[config.mk]
export PLATFORM = sky130hd
export DESIGN_NAME = target_lut
export DESIGN_NICKNAME = d
export VERILOG_FILES = /design/src/rtl/cpu_pkg.sv /design/src/rtl/target_lut_defaults.sv /design/src/rtl/target_lut.sv
export SDC_FILE = /design/constraint.sdc
export NUM_CORES = 1
export LEC_CHECK = 0
export CAP_MARGIN = 20
export CORE_AREA = 2 2 159 200
export DETAILED_ROUTE_END_ITERATION = 6
export DIE_AREA = 0 0 161 202
export PLACE_DENSITY = 0.69
export SYNTH_ARGS = -nofsm -noshare
export SYNTH_HDL_FRONTEND = slang
export SYNTH_SLANG_ARGS = --single-unit
[constraint.sdc]
create_clock -name CLK -period 3.1 [get_ports CLK]
set_input_delay 0.93 -clock CLK [delete_from_list [all_inputs] [get_ports CLK]]
set_output_delay 0.93 -clock CLK [all_outputs]
set_load 0.01 [all_outputs]
[src/rtl/cpu_pkg.sv]
// Shared CPU constants: default widths, branch-target table FSM encoding and
// the built-in target values loaded after reset or clear.
package cpu_pkg;

  localparam int ADDR_W_DEF = 5;
  localparam int TGT_W_DEF  = 11;

  typedef enum logic {
    ST_INIT = 1'b0,
    ST_RUN  = 1'b1
  } lut_state_e;

  localparam int unsigned DEF_TGT_0 = 19;
  localparam int unsigned DEF_TGT_1 = 27;
  localparam int unsigned DEF_TGT_2 = 34;
  localparam int unsigned DEF_TGT_3 = 39;
  localparam int unsigned DEF_TGT_4 = 51;
  localparam int unsigned DEF_TGT_5 = 74;
  localparam int unsigned DEF_TGT_6 = 76;
  localparam int unsigned DEF_TGT_7 = 83;

  function automatic int unsigned default_target(input int unsigned idx);
    case (idx)
      0:       return DEF_TGT_0;
      1:       return DEF_TGT_1;
      2:       return DEF_TGT_2;
      3:       return DEF_TGT_3;
      4:       return DEF_TGT_4;
      5:       return DEF_TGT_5;
      6:       return DEF_TGT_6;
      7:       return DEF_TGT_7;
      default: return 0;
    endcase
  endfunction

endpackage

[src/rtl/target_lut_defaults.sv]
// Combinational index-to-default-target map feeding the init sequencer;
// values wider than TGT_W are truncated.
module target_lut_defaults
  import cpu_pkg::*;
#(
  parameter int ADDR_W = ADDR_W_DEF,
  parameter int TGT_W  = TGT_W_DEF
) (
  input  logic [ADDR_W-1:0] i_idx,
  output logic [TGT_W-1:0]  o_data
);

  logic [31:0] w_idx32;

  assign w_idx32 = 32'(i_idx);
  assign o_data  = TGT_W'(default_target(w_idx32));

endmodule

[src/rtl/target_lut.sv]
// Programmable branch-target table: init sequencer loads defaults, then a
// synchronous write port and a registered, write-first bypassed read port.
module target_lut
  import cpu_pkg::*;
#(
  parameter int ADDR_W = ADDR_W_DEF,
  parameter int TGT_W  = TGT_W_DEF,
  parameter int DEPTH  = 2**ADDR_W
) (
  input  logic              CLK,
  input  logic              Reset_n,
  input  logic              Clear,
  output logic              Ready,
  input  logic              RdEn,
  input  logic [ADDR_W-1:0] RdAddr,
  output logic [TGT_W-1:0]  Target,
  output logic              RdValid,
  input  logic              WrEn,
  input  logic [ADDR_W-1:0] WrAddr,
  input  logic [TGT_W-1:0]  WrData,
  output logic              WrErr
);

  localparam int              MEM_AW  = (DEPTH > 1) ? $clog2(DEPTH) : 1;
  localparam logic [ADDR_W:0] DEPTH_L = (ADDR_W+1)'(DEPTH);
  localparam logic [ADDR_W:0] LAST_L  = (ADDR_W+1)'(DEPTH - 1);
  localparam logic [ADDR_W:0] ONE_L   = (ADDR_W+1)'(1);

  lut_state_e         r_state;
  logic [ADDR_W:0]    r_idx;
  logic [TGT_W-1:0]   r_mem [DEPTH];

  logic               w_run;
  logic               w_rd_in;
  logic               w_wr_in;
  logic               w_wr_ok;
  logic               w_init_wr;
  logic [TGT_W-1:0]   w_def_data;
  logic               w_mem_we;
  logic [MEM_AW-1:0]  w_mem_addr;
  logic [TGT_W-1:0]   w_mem_data;
  logic [TGT_W-1:0]   w_rd_data;

  target_lut_defaults #(
    .ADDR_W (ADDR_W),
    .TGT_W  (TGT_W)
  ) u_defaults (
    .i_idx  (r_idx[ADDR_W-1:0]),
    .o_data (w_def_data)
  );

  assign w_run     = (r_state == ST_RUN);
  assign w_rd_in   = ({1'b0, RdAddr} < DEPTH_L);
  assign w_wr_in   = ({1'b0, WrAddr} < DEPTH_L);
  assign w_wr_ok   = w_run && !Clear && WrEn && w_wr_in;
  assign w_init_wr = !w_run && !Clear;

  // Single storage write port shared by the init sequencer and the user port.
  always_comb begin
    w_mem_we   = 1'b0;
    w_mem_addr = '0;
    w_mem_data = '0;
    if (w_init_wr) begin
      w_mem_we   = 1'b1;
      w_mem_addr = r_idx[MEM_AW-1:0];
      w_mem_data = w_def_data;
    end else if (w_wr_ok) begin
      w_mem_we   = 1'b1;
      w_mem_addr = WrAddr[MEM_AW-1:0];
      w_mem_data = WrData;
    end
  end

  always_ff @(posedge CLK) begin
    if (w_mem_we) begin
      r_mem[w_mem_addr] <= w_mem_data;
    end
  end

  always_comb begin
    w_rd_data = '0;
    if (w_rd_in) begin
      if (w_wr_ok && (WrAddr == RdAddr)) begin
        w_rd_data = WrData;
      end else begin
        w_rd_data = r_mem[RdAddr[MEM_AW-1:0]];
      end
    end
  end

  always_ff @(posedge CLK or negedge Reset_n) begin
    if (!Reset_n) begin
      r_state <= ST_INIT;
      r_idx   <= '0;
      Ready   <= 1'b0;
      Target  <= '0;
      RdValid <= 1'b0;
      WrErr   <= 1'b0;
    end else begin
      WrErr   <= WrEn && (!w_run || Clear || !w_wr_in);
      RdValid <= 1'b0;
      if (Clear) begin
        r_state <= ST_INIT;
        r_idx   <= '0;
        Ready   <= 1'b0;
      end else if (!w_run) begin
        if (r_idx == LAST_L) begin
          r_state <= ST_RUN;
          Ready   <= 1'b1;
        end
        r_idx <= r_idx + ONE_L;
      end else if (RdEn) begin
        Target  <= w_rd_data;
        RdValid <= 1'b1;
      end
    end
  end

endmodule

==> results.yml, run 1 <==
logic_synthesis:
  syn_nets: 993
  synth-xor-area-share_pct: 0.6344
  synth_seq_area_share_pct: 73.07
  ys_warn_count: 0
  synth_commonest_cells: "edfxtp_1 (352), mux2i_1 (178), a22oi_1 (72)"
  synth_top_family_by_area: "multiplexers"
  synth_ff_type: "edfxtp_1"
  ys_types: 42
  synthTopCellsByArea: "edfxtp_1 (70%), mux2i_1 (12%), a22oi_1 (3.6%)"
  syn_area_mm2: 0.01519
  ys_async_sr_fraction_pct: 5.630
  synth_top_area_share_pct: 69.61
  synth_edf_count: 352
  synth.most_common_cell: "edfxtp_1"
  synthAdderAreaFrac_pct: 0.4944
  synth_top_cell_by_area: "edfxtp_1"
  syn-instance-count: 961
  muxShareOfSynthArea_pct: 11.73
  synthSimpleGateAreaFrac_pct: 5.669
  postSynthAreaPerCell_um2: 15.80
  ys_seq_elements: 373
  synth_compound_area_share_pct: 6.344
detailed_routing:
  ant_nets: 0
  drt_first_pass_iters: 6
  via_per_inst: 5.750
  route.detailed.drc: 0
  wl_per_cell_um: 22.86
  first_iter_violations: 661
  num_vias: 8758
  finalWirelength_mm: 34.82
die:
  dieArea_mm2: 0.03252
  core_mm2: 0.03063
  ioPinCount: 40
  num_rows: 72
  die_w_um: 161
  start_util_pct: 49.58
  fp.dieH_um: 202
sta:
  finClkSkew_ps: 19.66
  fin_crit_sh_pct: 85.21
  finalCriticalPeriod_ps: 2641
  setup_viol: 0
  finalMaxSlewViolations: 0
  worst_pin_slew_ps: 811.5
  final_hold_viol_count: 0
  max_slew_margin_pct: 45.89
  rsz0062_at_grt: "false"
  fmax_mhz: 378.6
  whs_ps: 513.9
setup_path:
  slowest_delay_ps: 650
  path_common_cell: "a21oi_2"
  cp_data_required_time_ps: 3560
  critPathKind: "input port to flip-flop"
  crit_chain: "clkdlybuf4s50_1 > nor2b_1 > o32a_1 > nor4_2 > and4_1 > buf_4 > a21oi_2 > a21oi_2"
  slowest_stage: "clkdlybuf4s50_1"
  critPathCaptureType: "flip-flop"
  rrSetupSlack_ps: 650
  r2r_start: "r_state$_DFF_PN0_"
  r2r.worst_path.cells: 7
  critical_path.max_fanout: 7
  startpoint_type: "input port"
  worstPathArrival_ps: 3100
  reg2reg_to: "Target[7]$_DFFE_PN0P_"
layout:
  post-route-util_pct: 58.48
  diodes: 0
  syn_to_final_growth_pct: 17.95
  post_route_cells_drive_above_1_share_pct: 16.13
  post-route-cell-area_mm2: 0.01791
  nets: 1122
worst_hold_path:
  worst_hold_path.endpoint: "Ready$_DFFE_PN0P_"
  hold_path.class: "flip-flop to flip-flop"
  min_from: "Ready$_DFFE_PN0P_"
  min_path_cells: 2
clocking:
  post_cts_buffers: 0
  post_cts_resized: 0
  cts_hold_buf: 0
  cts_tree: "yes"
  clk_pin_slew_worst_paths_ps: 60
  clock_tree.buffer_depth: 3
  insertion_delay_ps: 520
  htreeDepth: 2
  clock-root-buffer: "clkbuf_16"
  cts_sinks: 373
  cts_made_buffers: 35
status:
  status: "complete, no violations"
global_route:
  antenna_found_initial: 0
  grt_pass1_wl_mm: 52.50
  grt-ovfl-total: 0
  grtUsageTotal_pct: 21.59
  grt_start_max_net_pins: 36
  grt_pass1_vias: 8754
placed_design:
  place_hpwl_mm: 22.86
  gp_congestion: 0.9043
  io_buffers: 39
  place_area_mm2: 0.01685
pwr:
  finalPower_mw: 10.28
  powerDensity_mw_per_mm2: 574.2
  p_leak_nw: 6.389
  ir_worst_vdd_mv: 0.4392
job:
  cap_violations: 0
worst max path at each step:
stage / to / slack (ps) / cells past startpoint / start
global placement: r_mem[2][8]$_DFFE_PP_ / 40 / 8 / Clear
global route: Target[9]$_DFFE_PN0P_ / 350 / 8 / RdAddr[1]
floorplan: Target[5]$_DFFE_PN0P_ / -50 / 6 / Clear
detailed placement: Target[7]$_DFFE_PN0P_ / -2 / 8 / RdAddr[1]
finish: Target[7]$_DFFE_PN0P_ / 460 / 8 / RdAddr[1]
CTS: Target[7]$_DFFE_PN0P_ / 540 / 8 / RdAddr[1]
area by class of cell:
cell class	count	area [µm²]
inverters	6	22.52
fillers	2391	12720
multi-input cells	524	3816
flip-flops and latches	373	11100
clock buffers	46	959.7
well taps	407	509.2
repair buffers	150	1404
clock inverters	17	105.1
sequential cells by signal (all words and copies together), names as in the netlist:
register,flops
RdValid,1
WrErr,1
Ready,1
r_state,1
Target,11
r_mem,352
r_idx,6
cell usage in the layout (no fill, tap or decap), types with 2 or more instances in the layout:
cell type / netlist / final
a22o_1: 3 / 3
o21ai_2: 0 / 4
edfxtp_1: 352 / 352
clkdlybuf4s50_1: 0 / 38
a31oi_1: 2 / 2
nor2_1: 66 / 65
ha_1: 6 / 6
buf_4: 6 / 97
a32o_2: 2 / 2
mux2i_1: 178 / 178
nor2b_4: 1 / 3
inv_1: 6 / 6
and3_1: 4 / 4
nand4_1: 9 / 9
dfrtp_1: 21 / 21
xor2_1: 5 / 5
clkinv_1: 0 / 6
clkbuf_1: 25 / 9
nand3_1: 39 / 39
o21ai_0: 22 / 18
xnor2_1: 6 / 6
clkbuf_16: 0 / 37
clkinv_2: 0 / 9
nand2_1: 49 / 49
buf_12: 0 / 14
nor2b_1: 9 / 7
a21oi_2: 6 / 6
o21ai_1: 7 / 7
a32o_1: 2 / 2
a22oi_1: 72 / 72
nand2b_1: 3 / 3
a21oi_1: 19 / 19
or3_1: 2 / 2
worst max-delay path, delay by kind of cell:
| family | cells | cell delay, ps |
|---|---|---|
| buffers and inverters | 2 | 830 |
| AND/OR/NAND/NOR | 3 | 780 |
| AO/OA/AOI/OAI | 3 | 560 |
per-stage QoR:
stage	TNS (ps)	setup WS (ps)	std cells
finish	0	458.6	1523
CTS	0	543.0	1523
global route	0	352.8	1523
detailed placement	-1.868	-1.868	1460
floorplan	-1434	-54.66	961
global placement	0	39.59	1460
power breakdown:
group / switching (mW) / total [mW] / internal, mW
Sequential: 0.0317 / 5.58 / 5.55
Clock: 1.74 / 4.01 / 2.27
Combinational: 0.404 / 0.691 / 0.288
cells by family after synthesis:
logic type,count (synthesis)
AND/OR/NAND/NOR,189
multiplexers,178
flip-flops,373
buffers and inverters,64
AO/OA/AOI/OAI,140
adder cells (fa/ha/maj),6
XOR/XNOR,11
layer usage:
layer	track usage [%]	vias to the layer above	routed length, µm
li1	-	3976	-
met1	28.66	4408	14340
met2	36.10	305	17170
met3	3.571	69	2060
met4	7.940	0	1247
met5	0	-	0
No activity file was read; power rests on OpenSTA's default activity.
==> run 2: changes to the inputs <==
CORE_AREA = 8 8 165 206   (was 2 2 159 200)
DIE_AREA = 0 0 173 214   (was 0 0 161 202)
==> run 2 against run 1 <==
  * Register-to-register slack lost 50 ps
  * Worst hold slack improved by 4.3 ps
  * Core utilization barely moved
  * Flip-flop and latch count unchanged
  * Cell count shrank 0.33%
  * First-iteration DRC count grew 22%
==> results.yml, run 2 (same netlist as run 1, synthesis figures left out) <==
placed_design:
  io_buffers: 39
  place_hpwl_mm: 23.74
  gp_congestion: 0.8957
global_route:
  grt-ovfl-total: 0
  grt_pass1_wl_mm: 53.79
  antenna_found_initial: 1
  grt_pass1_vias: 8846
  grtUsageTotal_pct: 19.16
  grt_start_max_net_pins: 34
setup_path:
  critPathKind: "input port to flip-flop"
  critPathCaptureType: "flip-flop"
  cp_data_required_time_ps: 3470
  worstPathArrival_ps: 2990
  startpoint_type: "input port"
  critical_path.max_fanout: 11
layout:
  nets: 1117
  post-route-util_pct: 58.49
  top_register: "r_mem"
  syn_to_final_growth_pct: 17.98
  reg_top3: "r_mem x352, Target x11, r_idx x6"
  fill_cells: 2362
  largest_reg_flops: 352
  multi_input_area_mm2: 0.003815
  post_route_cells_drive_above_1_share_pct: 15.50
  layout_common_cells: "edfxtp_1 (352), mux2i_1 (178), buf_4 (90)"
  ff_latch_area_mm2: 0.01110
  final_common_cell: "edfxtp_1"
clocking:
  cts_tree: "yes"
  clock_tree.buffer_depth: 3
  post_cts_buffers: 0
  insertion_delay_ps: 530
  cts_sinks: 373
  clock-root-buffer: "clkbuf_16"
  cts_hold_buf: 0
  post_cts_resized: 0
  htreeDepth: 2
  clk_pin_slew_worst_paths_ps: 70
  cts_made_buffers: 36
die:
  ioPinCount: 40
  start_util_pct: 49.58
  core_mm2: 0.03063
  die_w_um: 173
  fp.dieH_um: 214
  dieArea_mm2: 0.03702
  num_rows: 72
sta:
  final_hold_viol_count: 0
  worst_pin_slew_ps: 723.3
  finalMaxSlewViolations: 0
  rsz0062_at_grt: "false"
  max_slew_margin_pct: 51.78
  finClkSkew_ps: 18.05
  fin_crit_sh_pct: 84.61
  fmax_mhz: 381.3
  finalCriticalPeriod_ps: 2623
  setup_viol: 0
detailed_routing:
  first_iter_violations: 808
  wl_per_cell_um: 23.74
  finalWirelength_mm: 36.04
  via_per_inst: 5.731
  drt_first_pass_iters: 5
  ant_nets: 0
  route.detailed.drc: 0
  num_vias: 8700
status:
  status: "complete, no violations"
pwr:
  finalPower_mw: 10.37
  ir_worst_vdd_mv: 0.3567
  p_leak_nw: 6.367
  powerDensity_mw_per_mm2: 578.6
worst_hold_path:
  hold_path.class: "flip-flop to flip-flop"
job:
  cap_violations: 0
## run 2: final timing paths
check / start / to / slack, ps / depth (start not counted)
setup / recovery: Clear / r_mem[29][6]$_DFFE_PP_ / 480 / 6
hold / removal: Ready$_DFFE_PN0P_ / Ready$_DFFE_PN0P_ / 520 / 2
setup reg to reg: r_state$_DFF_PN0_ / r_mem[29][6]$_DFFE_PP_ / 600 / 4
hold reg to reg: Ready$_DFFE_PN0P_ / Ready$_DFFE_PN0P_ / 520 / 2
max in group asynchronous: Reset_n / RdValid$_DFF_PN0_ / 2080 / 2
min in group asynchronous: Reset_n / r_idx[5]$_DFFE_PN0P_ / 760 / 2
## run 2: worst max-delay path, stage by stage
cell             delay, ps
clkdlybuf4s50_1        400
buf_4                  180
nor4_1                 340
buf_4                  190
a32o_1                 640
buf_4                  300
## run 2: where the power goes
part | total (mW) | switching [mW] | internal [mW]
logic | 0.686 | 0.409 | 0.278
clock network | 4.10 | 1.78 | 2.32
registers | 5.58 | 0.0296 | 5.55
## run 2: layer usage
metal / track usage [%] / vias up / wire (µm)
met2: 31.55 / 343 / 17680
met4: 9.415 / 0 / 1622
met3: 3.576 / 81 / 2490
li1: - / 3947 / -
met5: 0 / - / 0
met1: 24.09 / 4329 / 14240
## run 2: through the flow
step	instance area [µm²]	hold WS, ps	setup WS (ps)	cells	setup TNS, ps
2_1_floorplan	15190	522.3	-54.66	961	-1434
3_3_place_gp	16810	490.0	16.52	1454	0
3_5_place_dp	16810	504.1	-6.742	1454	-59.58
4_1_cts	17910	524.1	529.7	1517	0
5_1_grt	17920	558.3	411.8	1518	0
6_report	17920	518.2	477.1	1518	0
## run 2: final cells by class
cell class / count / area share, %
antenna: 1 / 0.01397
clock buffer: 49 / 5.713
clock inverter: 14 / 0.4260
inverter: 6 / 0.1257
multi-input combinational: 524 / 21.29
sequential: 373 / 61.93
tap: 407 / 2.842
timing repair buffer: 144 / 7.654
